[src/rtl/rom_reader_if.sv]
// ROM read bus between the sweep initiator (master) and a registered,
// one-hot-addressed ROM (slave). The ROM returns data one cycle after rom_en.
interface rom_reader_if #(
  parameter int ADDR_W = 8,
  parameter int DATA_W = 8
);
  logic              rom_en;
  logic [ADDR_W-1:0] rom_addr;
  logic [DATA_W-1:0] rom_data;

  modport master (output rom_en, rom_addr, input rom_data);
  modport slave  (input rom_en, rom_addr, output rom_data);
endinterface

[src/rtl/rom_reader.sv]
// Sweeps NUM_ENTRIES one-hot ROM addresses back to back, streams each returned
// byte downstream with its index, and keeps a running sum of the sweep.
module rom_reader #(
  parameter  int NUM_ENTRIES = 8,
  parameter  int ADDR_W      = 8,
  parameter  int DATA_W      = 8,
  parameter  int SUM_W       = DATA_W + 3,
  localparam int IDX_W       = (NUM_ENTRIES > 1) ? $clog2(NUM_ENTRIES) : 1
) (
  input  logic               clk,
  input  logic               rst,
  input  logic               start,
  input  logic               pause,
  rom_reader_if.master       rom,
  output logic [DATA_W-1:0]  byte_out,
  output logic               byte_valid,
  output logic [IDX_W-1:0]   byte_idx,
  output logic [SUM_W-1:0]   sum,
  output logic               busy,
  output logic               done
);

  localparam logic [1:0] ST_IDLE  = 2'd0;
  localparam logic [1:0] ST_ISSUE = 2'd1;
  localparam logic [1:0] ST_DRAIN = 2'd2;

  localparam logic [IDX_W-1:0] LAST_IDX = IDX_W'(NUM_ENTRIES - 1);

  logic [1:0]        state_q,      state_d;
  logic [IDX_W-1:0]  issue_idx_q,  issue_idx_d;
  logic [IDX_W-1:0]  cap_idx_q,    cap_idx_d;
  logic              pending_q,    pending_d;
  logic              rom_en_q,     rom_en_d;
  logic [ADDR_W-1:0] rom_addr_q,   rom_addr_d;
  logic [DATA_W-1:0] byte_out_q,   byte_out_d;
  logic              byte_valid_q, byte_valid_d;
  logic [IDX_W-1:0]  byte_idx_q,   byte_idx_d;
  logic [SUM_W-1:0]  sum_q,        sum_d;
  logic              busy_q,       busy_d;
  logic              done_q,       done_d;

  logic              do_issue;
  logic [IDX_W-1:0]  issue_sel;

  always_comb begin
    // NOTE: every signal gets a default before any branch, so no path leaves a
    // combinational output unassigned and no latch is inferred.
    state_d      = state_q;
    issue_idx_d  = issue_idx_q;
    cap_idx_d    = cap_idx_q;
    pending_d    = rom_en_q;
    rom_en_d     = 1'b0;
    rom_addr_d   = '0;
    byte_out_d   = byte_out_q;
    byte_valid_d = 1'b0;
    byte_idx_d   = byte_idx_q;
    sum_d        = sum_q;
    busy_d       = busy_q;
    done_d       = 1'b0;
    do_issue     = 1'b0;
    issue_sel    = issue_idx_q;

    // Captures are driven purely by the pending pipeline, independent of pause.
    if (pending_q) begin
      byte_out_d   = rom.rom_data;
      byte_idx_d   = cap_idx_q;
      cap_idx_d    = cap_idx_q + IDX_W'(1);
      byte_valid_d = 1'b1;
      sum_d        = sum_q + SUM_W'(rom.rom_data);
      done_d       = (cap_idx_q == LAST_IDX);
    end

    case (state_q)
      ST_IDLE: begin
        // Entry 0 goes out on the accepting edge so rom_en rises with busy.
        if (start) begin
          do_issue    = 1'b1;
          issue_sel   = '0;
          sum_d       = '0;
          cap_idx_d   = '0;
          busy_d      = 1'b1;
          issue_idx_d = IDX_W'(1);
          state_d     = (LAST_IDX == '0) ? ST_DRAIN : ST_ISSUE;
        end
      end
      ST_ISSUE: begin
        if (!pause) begin
          do_issue    = 1'b1;
          issue_idx_d = issue_idx_q + IDX_W'(1);
          if (issue_idx_q == LAST_IDX) state_d = ST_DRAIN;
        end
      end
      ST_DRAIN: begin
        if (done_q) begin
          state_d = ST_IDLE;
          busy_d  = 1'b0;
        end
      end
      default: state_d = ST_IDLE;
    endcase

    if (do_issue) begin
      rom_en_d   = 1'b1;
      rom_addr_d = ADDR_W'(1) << issue_sel;
    end
  end

  // NOTE: state updates use non-blocking assignments so every flop samples the
  // pre-edge value of every other flop, independent of statement order.
  // NOTE: the datapath registers are reset along with control because the
  // outputs must read as zero straight after reset, not just be ignored.
  always_ff @(posedge clk) begin
    if (rst) begin
      state_q      <= ST_IDLE;
      issue_idx_q  <= '0;
      cap_idx_q    <= '0;
      pending_q    <= 1'b0;
      rom_en_q     <= 1'b0;
      rom_addr_q   <= '0;
      byte_out_q   <= '0;
      byte_valid_q <= 1'b0;
      byte_idx_q   <= '0;
      sum_q        <= '0;
      busy_q       <= 1'b0;
      done_q       <= 1'b0;
    end else begin
      state_q      <= state_d;
      issue_idx_q  <= issue_idx_d;
      cap_idx_q    <= cap_idx_d;
      pending_q    <= pending_d;
      rom_en_q     <= rom_en_d;
      rom_addr_q   <= rom_addr_d;
      byte_out_q   <= byte_out_d;
      byte_valid_q <= byte_valid_d;
      byte_idx_q   <= byte_idx_d;
      sum_q        <= sum_d;
      busy_q       <= busy_d;
      done_q       <= done_d;
    end
  end

  assign rom.rom_en   = rom_en_q;
  assign rom.rom_addr = rom_addr_q;
  assign byte_out     = byte_out_q;
  assign byte_valid   = byte_valid_q;
  assign byte_idx     = byte_idx_q;
  assign sum          = sum_q;
  assign busy         = busy_q;
  assign done         = done_q;

endmodule

[src/flat_wrapper.sv]
// flat-port wrapper written by rule: the top's interface ports become plain ports
module rom_reader_flat 
#(
  parameter  int NUM_ENTRIES = 8,
  parameter  int ADDR_W      = 8,
  parameter  int DATA_W      = 8,
  parameter  int SUM_W       = DATA_W + 3,
  localparam int IDX_W       = (NUM_ENTRIES > 1) ? $clog2(NUM_ENTRIES) : 1
)
  (clk, rst, start, pause, byte_out, byte_valid, byte_idx, sum, busy, done, rom_rom_en, rom_rom_addr, rom_rom_data);
  rom_reader_if #(.ADDR_W(ADDR_W), .DATA_W(DATA_W)) rom_i ();
  input  logic clk;
  input  logic rst;
  input  logic start;
  input  logic pause;
  output logic [DATA_W-1:0] byte_out;
  output logic byte_valid;
  output logic [IDX_W-1:0] byte_idx;
  output logic [SUM_W-1:0] sum;
  output logic busy;
  output logic done;
  output wire logic [$bits(rom_i.rom_en)-1:0] rom_rom_en;
  output wire logic [$bits(rom_i.rom_addr)-1:0] rom_rom_addr;
  input wire logic [$bits(rom_i.rom_data)-1:0] rom_rom_data;
  assign rom_rom_en = rom_i.rom_en;
  assign rom_rom_addr = rom_i.rom_addr;
  assign rom_i.rom_data = rom_rom_data;
  rom_reader #(.NUM_ENTRIES(NUM_ENTRIES), .ADDR_W(ADDR_W), .DATA_W(DATA_W), .SUM_W(SUM_W)) u_core (.clk(clk), .rst(rst), .start(start), .pause(pause), .rom(rom_i), .byte_out(byte_out), .byte_valid(byte_valid), .byte_idx(byte_idx), .sum(sum), .busy(busy), .done(done));
endmodule
[config.mk]
export PLATFORM = sky130hd
export DESIGN_NAME = rom_reader_flat
export DESIGN_NICKNAME = d
export VERILOG_FILES = /design/src/rtl/rom_reader_if.sv /design/src/rtl/rom_reader.sv /design/src/flat_wrapper.sv
export SDC_FILE = /design/constraint.sdc
export NUM_CORES = 1
export LEC_CHECK = 0
export CORE_MARGIN = 3
export CORE_UTILIZATION = 40
export DETAILED_ROUTE_END_ITERATION = 16
export PLACE_DENSITY = 0.63
export RECOVER_POWER = 100
export SLEW_MARGIN = 5
export SYNTH_ARGS = -nofsm -noshare
export SYNTH_HDL_FRONTEND = slang
export SYNTH_SLANG_ARGS = --single-unit
export TNS_END_PERCENT = 20
[constraint.sdc]
create_clock -name clk -period 4.66 [get_ports clk]
set_input_delay 0.466 -clock clk [delete_from_list [all_inputs] [get_ports clk]]
set_output_delay 0.466 -clock clk [all_outputs]
set_load 0.01 [all_outputs]
* Yosys cells after proc, flatten, opt, wreduce, memory -nomap -nowiden
Cells that the tools add are included.
Operators by class: reduce and logical (&&, ||, !) cells 8, equality and inequality tests 8, bitwise operators 2, shifts and indexed selects 1, $add $sub $neg 3, mux-type cells 24
Operators with widths (number):
- $mux 11 | 3
- $mux 3 | 7
- $add 11x8->11 | 1
- $mux 2 | 4
- $shl 1x3->8 const A | 1
- $add 3x1->3 const B | 2
- $eq 3x3->1 const B | 2
- $mux 1 | 6
- $pmux 2 s3 | 1
- $pmux 3 s2 | 1
- $reduce_and 3->1 | 2
- $ne 2x1->1 const B | 2
- $ne 2x2->1 const B | 2
- $pmux 1 s2 | 2
- $reduce_and 4->1 | 1
- $reduce_bool 2->1 | 2
- $reduce_or 2->1 | 2
- $eq 2x1->1 const B | 1
- $eq 2x2->1 const B | 1
- $logic_not 2->1 | 1
- $not 1->1 | 2
Word-level totals: input bits 12, logic and storage cells 58, output and inout port bits 34, register bits after elaboration 43

* Logic depth before layout (Yosys ltp)
word-level depth 4, gate-level depth with buffers 6

* Worst setup path before layout
OpenSTA, ideal clock, no wires.
path kind input to register, start input rom_rom_data[0], end register u_core.sum_q[6], in the netlist u_core.sum[6], slack 2724 ps, arrival time 1814 ps, cell stages on the path 6, library setup time 122 ps, cell sequence ha_1 > fa_1 > a21o_2 > a221oi_1 > nor4b_1 > nand3b_1
Between the ends: longest elaborated chain between the ends 4
RTL lines:
- start, declared | RTL line flat_wrapper.sv:24 | input wire logic [$bits(rom_i.rom_data)-1:0] rom_rom_data;
- $add 11x8->11 * | RTL line rom_reader.sv:69 | sum_d = sum_q + SUM_W'(rom.rom_data);
- $mux 11 * | RTL line rom_reader.sv:64 | if (pending_q) begin
- $mux 11 | RTL line rom_reader.sv:76 | if (start) begin
- $mux 11 * | RTL line rom_reader.sv:73 | case (state_q)
- end signal, assigned | RTL line rom_reader.sv:136 | sum_q <= sum_d;
- end, declared | RTL line rom_reader.sv:38 | logic [SUM_W-1:0] sum_q, sum_d;
Every way passes the cells marked *; elsewhere a longest branch is shown, timed or not. A chain may end at the register's enable or synchronous reset.

* Worst setup path after layout
start input rom_rom_data[0], end register u_core.sum_q[10], in the netlist u_core.sum[10]
Same word-level chain as after synthesis.

==> metrics.txt <==
Fin Clk Skew=slightly above 0.005 ns; Initial Utilization=a little over two fifths; HPWL after DPL=slightly below 3000 µm; CTS root buf=clkbuf_8; Ys Warns=0; WL final=approximately 4000 µm; Distinct cells, synth=51; WP depth=7; Port Buffer Count=45; critical path's slowest cell=dlygate4sd3_1; nature of the critical path endpoint=flip-flop; Syn Area/Cell=around 9.7 µm²; post-synth top area share=42.89%; CTS clk-pin slew, worst paths=~0.08 ns; DRC errors left=0; RSZ-0062 raised after global routing=false; EDFF count, synth=0; first-pass GRT wire length=between 7000 and 8000 µm; via count=approximately 1600; Skew-Pair Late Insertion Delay=approximately 0.29 ns; CP peak stage delay=between 0.5 and 0.6 ns; initial antenna violation count=0; filler instances=roughly 460; Starting DRT DRC Count=78; Worst EP arrival=~2.7 ns; CTS tree=yes; Worst Setup SP=rom_rom_data[0]; CTS buffer count=5; net count after synthesis=~230; max-cap violations=0; P&R area growth vs syn=27.93%; share of flip-flops with an asynchronous set or reset=0%; ant diodes=0; Power Density=approximately 280 nW/µm²; f_max=approximately 390 MHz; crit start category=input port; FP Rows=25; Min-Delay Path Class=flip-flop to flip-flop; setup TNS=0 ns; Mapped Cells=approximately 210; fin util=a little over half; GRT overflow=0; status=finished clean; io pins=46; Die Area=between 5000 and 6000 µm²; R2R cell count=6; Post-CTS Setup Bufs=0; Vias/cell=just over 5; fin crit share=between 50% and 60%; CP bufs+invs=1; wire per inst=~13 µm; #FFs+latches synth=between 40 and 50; largest net degree at the start of global routing=35; gpl congestion=just over 0.8; gr usage total=14.92%; Die Y=between 70 and 80 µm; area of the multi-input gates=between 1000 and 1500 µm²; area leader, netlist=dfxtp_1; count of final max-slew check failures=0; worst rel slew slack=a little over two fifths; core footprint=around 4800 µm²; worst slew pin tran=between 0.8 and 0.9 ns; reg-to-reg startpoint=u_core.sum[0]$_SDFF_PP0_; worst slack at placement=approximately 2.1 ns; H-Tree Depth=2; maximum VDD drop=between 100 and 150 µV; worst setup margin=~2.1 ns; worst-path cell chain=dlygate4sd3_1, ha_1, fa_1, a21o_2, a221oi_1, or4_4, a21oi_2; endpoints failing hold=0; number of routed nets with antenna violations=0; top_reg_cell synth=dfxtp_1; vias in the first global route=1583; clk sinks=43; FF+latch area=~860 µm²; r2r setup slk=roughly 2.5 ns; Worst Setup EP=u_core.sum[10]$_SDFF_PP0_; mapped cell area=around 2000 µm²; P_leak=1.095 nW; drt pass-1 iters=5; Setup Viol. Count Final=0; die width=slightly below 80 µm; crit path kind=input port to flip-flop; CTS Hold Buffers Added=0; Design Area, Final=~2600 µm²; delay-heaviest family, CP=compound AO/OA/AOI/OAI gates; Seq/Total Area, Yosys=42.89%; worst-path fanout max=4; Synth area leaders=dfxtp_1, mux2i_1, ha_1; total power=about 730 µW; R2R Path End=u_core.sum[10]$_SDFF_PP0_; Period minus WS final=2.562 ns; Req. time, crit path=just under 5 ns; CTS Buffer Depth=2; share of cells above drive strength 1=7.171%; final net count=around 280; CTS resizes=0; DP Area=2485 µm²
cells by family (layout without fill, tap and decap cells):
family	count (synthesis)	after routing	synth area share, %
AO/OA/AOI/OAI	42	42	15.28
AND/OR/NAND/NOR	75	75	19.70
adder cells (fa/ha/maj)	13	13	8.479
buffers and inverters	14	58	3.927
multiplexers	16	16	7.980
XOR/XNOR	4	4	1.746
flip-flops	43	43	42.89
how the worst min path moves through the flow:
stage	start	slack, ns	endpoint	depth (start not counted)
final	u_core.rom.rom_en$_SDFF_PP0_	0.47	u_core.pending_q$_SDFF_PP0_	1
after global routing	u_core.rom.rom_en$_SDFF_PP0_	0.48	u_core.pending_q$_SDFF_PP0_	1
after CTS	u_core.rom.rom_en$_SDFF_PP0_	0.47	u_core.pending_q$_SDFF_PP0_	1
after detailed placement	u_core.rom.rom_en$_SDFF_PP0_	0.46	u_core.pending_q$_SDFF_PP0_	1
after global placement	u_core.rom.rom_en$_SDFF_PP0_	0.46	u_core.pending_q$_SDFF_PP0_	1
after floorplan	u_core.cap_idx_q[1]$_SDFF_PP0_	0.49	u_core.cap_idx_q[1]$_SDFF_PP0_	2
area by class of cell:
class	count	share of cell area [%]
Clock inverter	2	0.6335
Inverter	4	0.5848
Tap cell	67	3.265
Timing Repair Buffer	46	17.84
Clock buffer	6	3.216
Sequential cell	43	33.53
Multi-Input combinational cell	150	40.94
synthesized netlist by cell type, drive strengths merged (2+ instances only):
cell type,n
dfxtp,43
nor2,32
mux2i,16
ha,12
a21oi,9
nand2,8
o21ai,6
a21o,5
buf,5
clkbuf,5
nand3,5
nand3b,5
a211oi,4
inv,4
nor2b,4
a221oi,3
and2,3
and3,3
nand4,3
or3,3
a22o,2
a22oi,2
nor3,2
nor3b,2
o2111ai,2
o21bai,2
xnor2,2
xor2,2
layout by cell type, fill, tap and decap left out, types with 3 or more instances in the layout:
cell	synthesis	final
a211oi_1	3	4
nand2_1	8	8
dfxtp_1	43	43
mux2i_1	16	16
clkbuf_8	0	6
ha_1	12	12
dlygate4sd3_1	0	37
a221oi_1	2	3
nand3b_1	5	5
nand3_1	5	5
inv_1	4	4
nand4_1	3	3
nor2b_1	4	4
nor2_1	31	32
a21o_1	3	3
o21ai_0	6	6
clkdlybuf4s50_1	0	8
a21oi_1	8	8
through the flow:
stage          hold WS, ns  instances
6_report            0.4725        318
5_1_grt             0.4825        318
3_3_place_gp        0.4617        310
2_1_floorplan       0.4870        207
3_5_place_dp        0.4634        310
4_1_cts             0.4748        318
flip-flops by register name, indices dropped and copies added (netlist names):
signal,cells
u_core.busy,1
u_core.byte_idx,3
u_core.byte_out,8
u_core.byte_valid,1
u_core.cap_idx_q,3
u_core.done,1
u_core.issue_idx_q,3
u_core.pending_q,1
u_core.rom.rom_addr,8
u_core.rom.rom_en,1
u_core.state_q,2
u_core.sum,11
worst register-to-register path, stage by stage (launching register included):
cell,delay (ns)
dfxtp_1,0.33
ha_1,0.22
fa_1,0.41
a21o_2,0.26
a221oi_1,0.50
or4_4,0.24
a21oi_2,0.04
metal layers:
layer  vias up  wire, µm  part of all wire, %  GRT usage, %
met2        43      1846                   45         23.61
met5         -         0                    0             0
li1        831         -                    -             -
met3         6       229                  5.6         4.695
met4         0        50                  1.2         4.529
met1       747      1993                   48         19.35
report_power, final:
group | total [mW] | switching [mW] | leakage (nW) | internal (mW)
clock | 0.251 | 0.130 | 0.0474 | 0.121
combinational | 0.0933 | 0.0494 | 0.699 | 0.0440
sequential | 0.386 | 0.00874 | 0.349 | 0.378
Power figures use the tool's default switching activity.
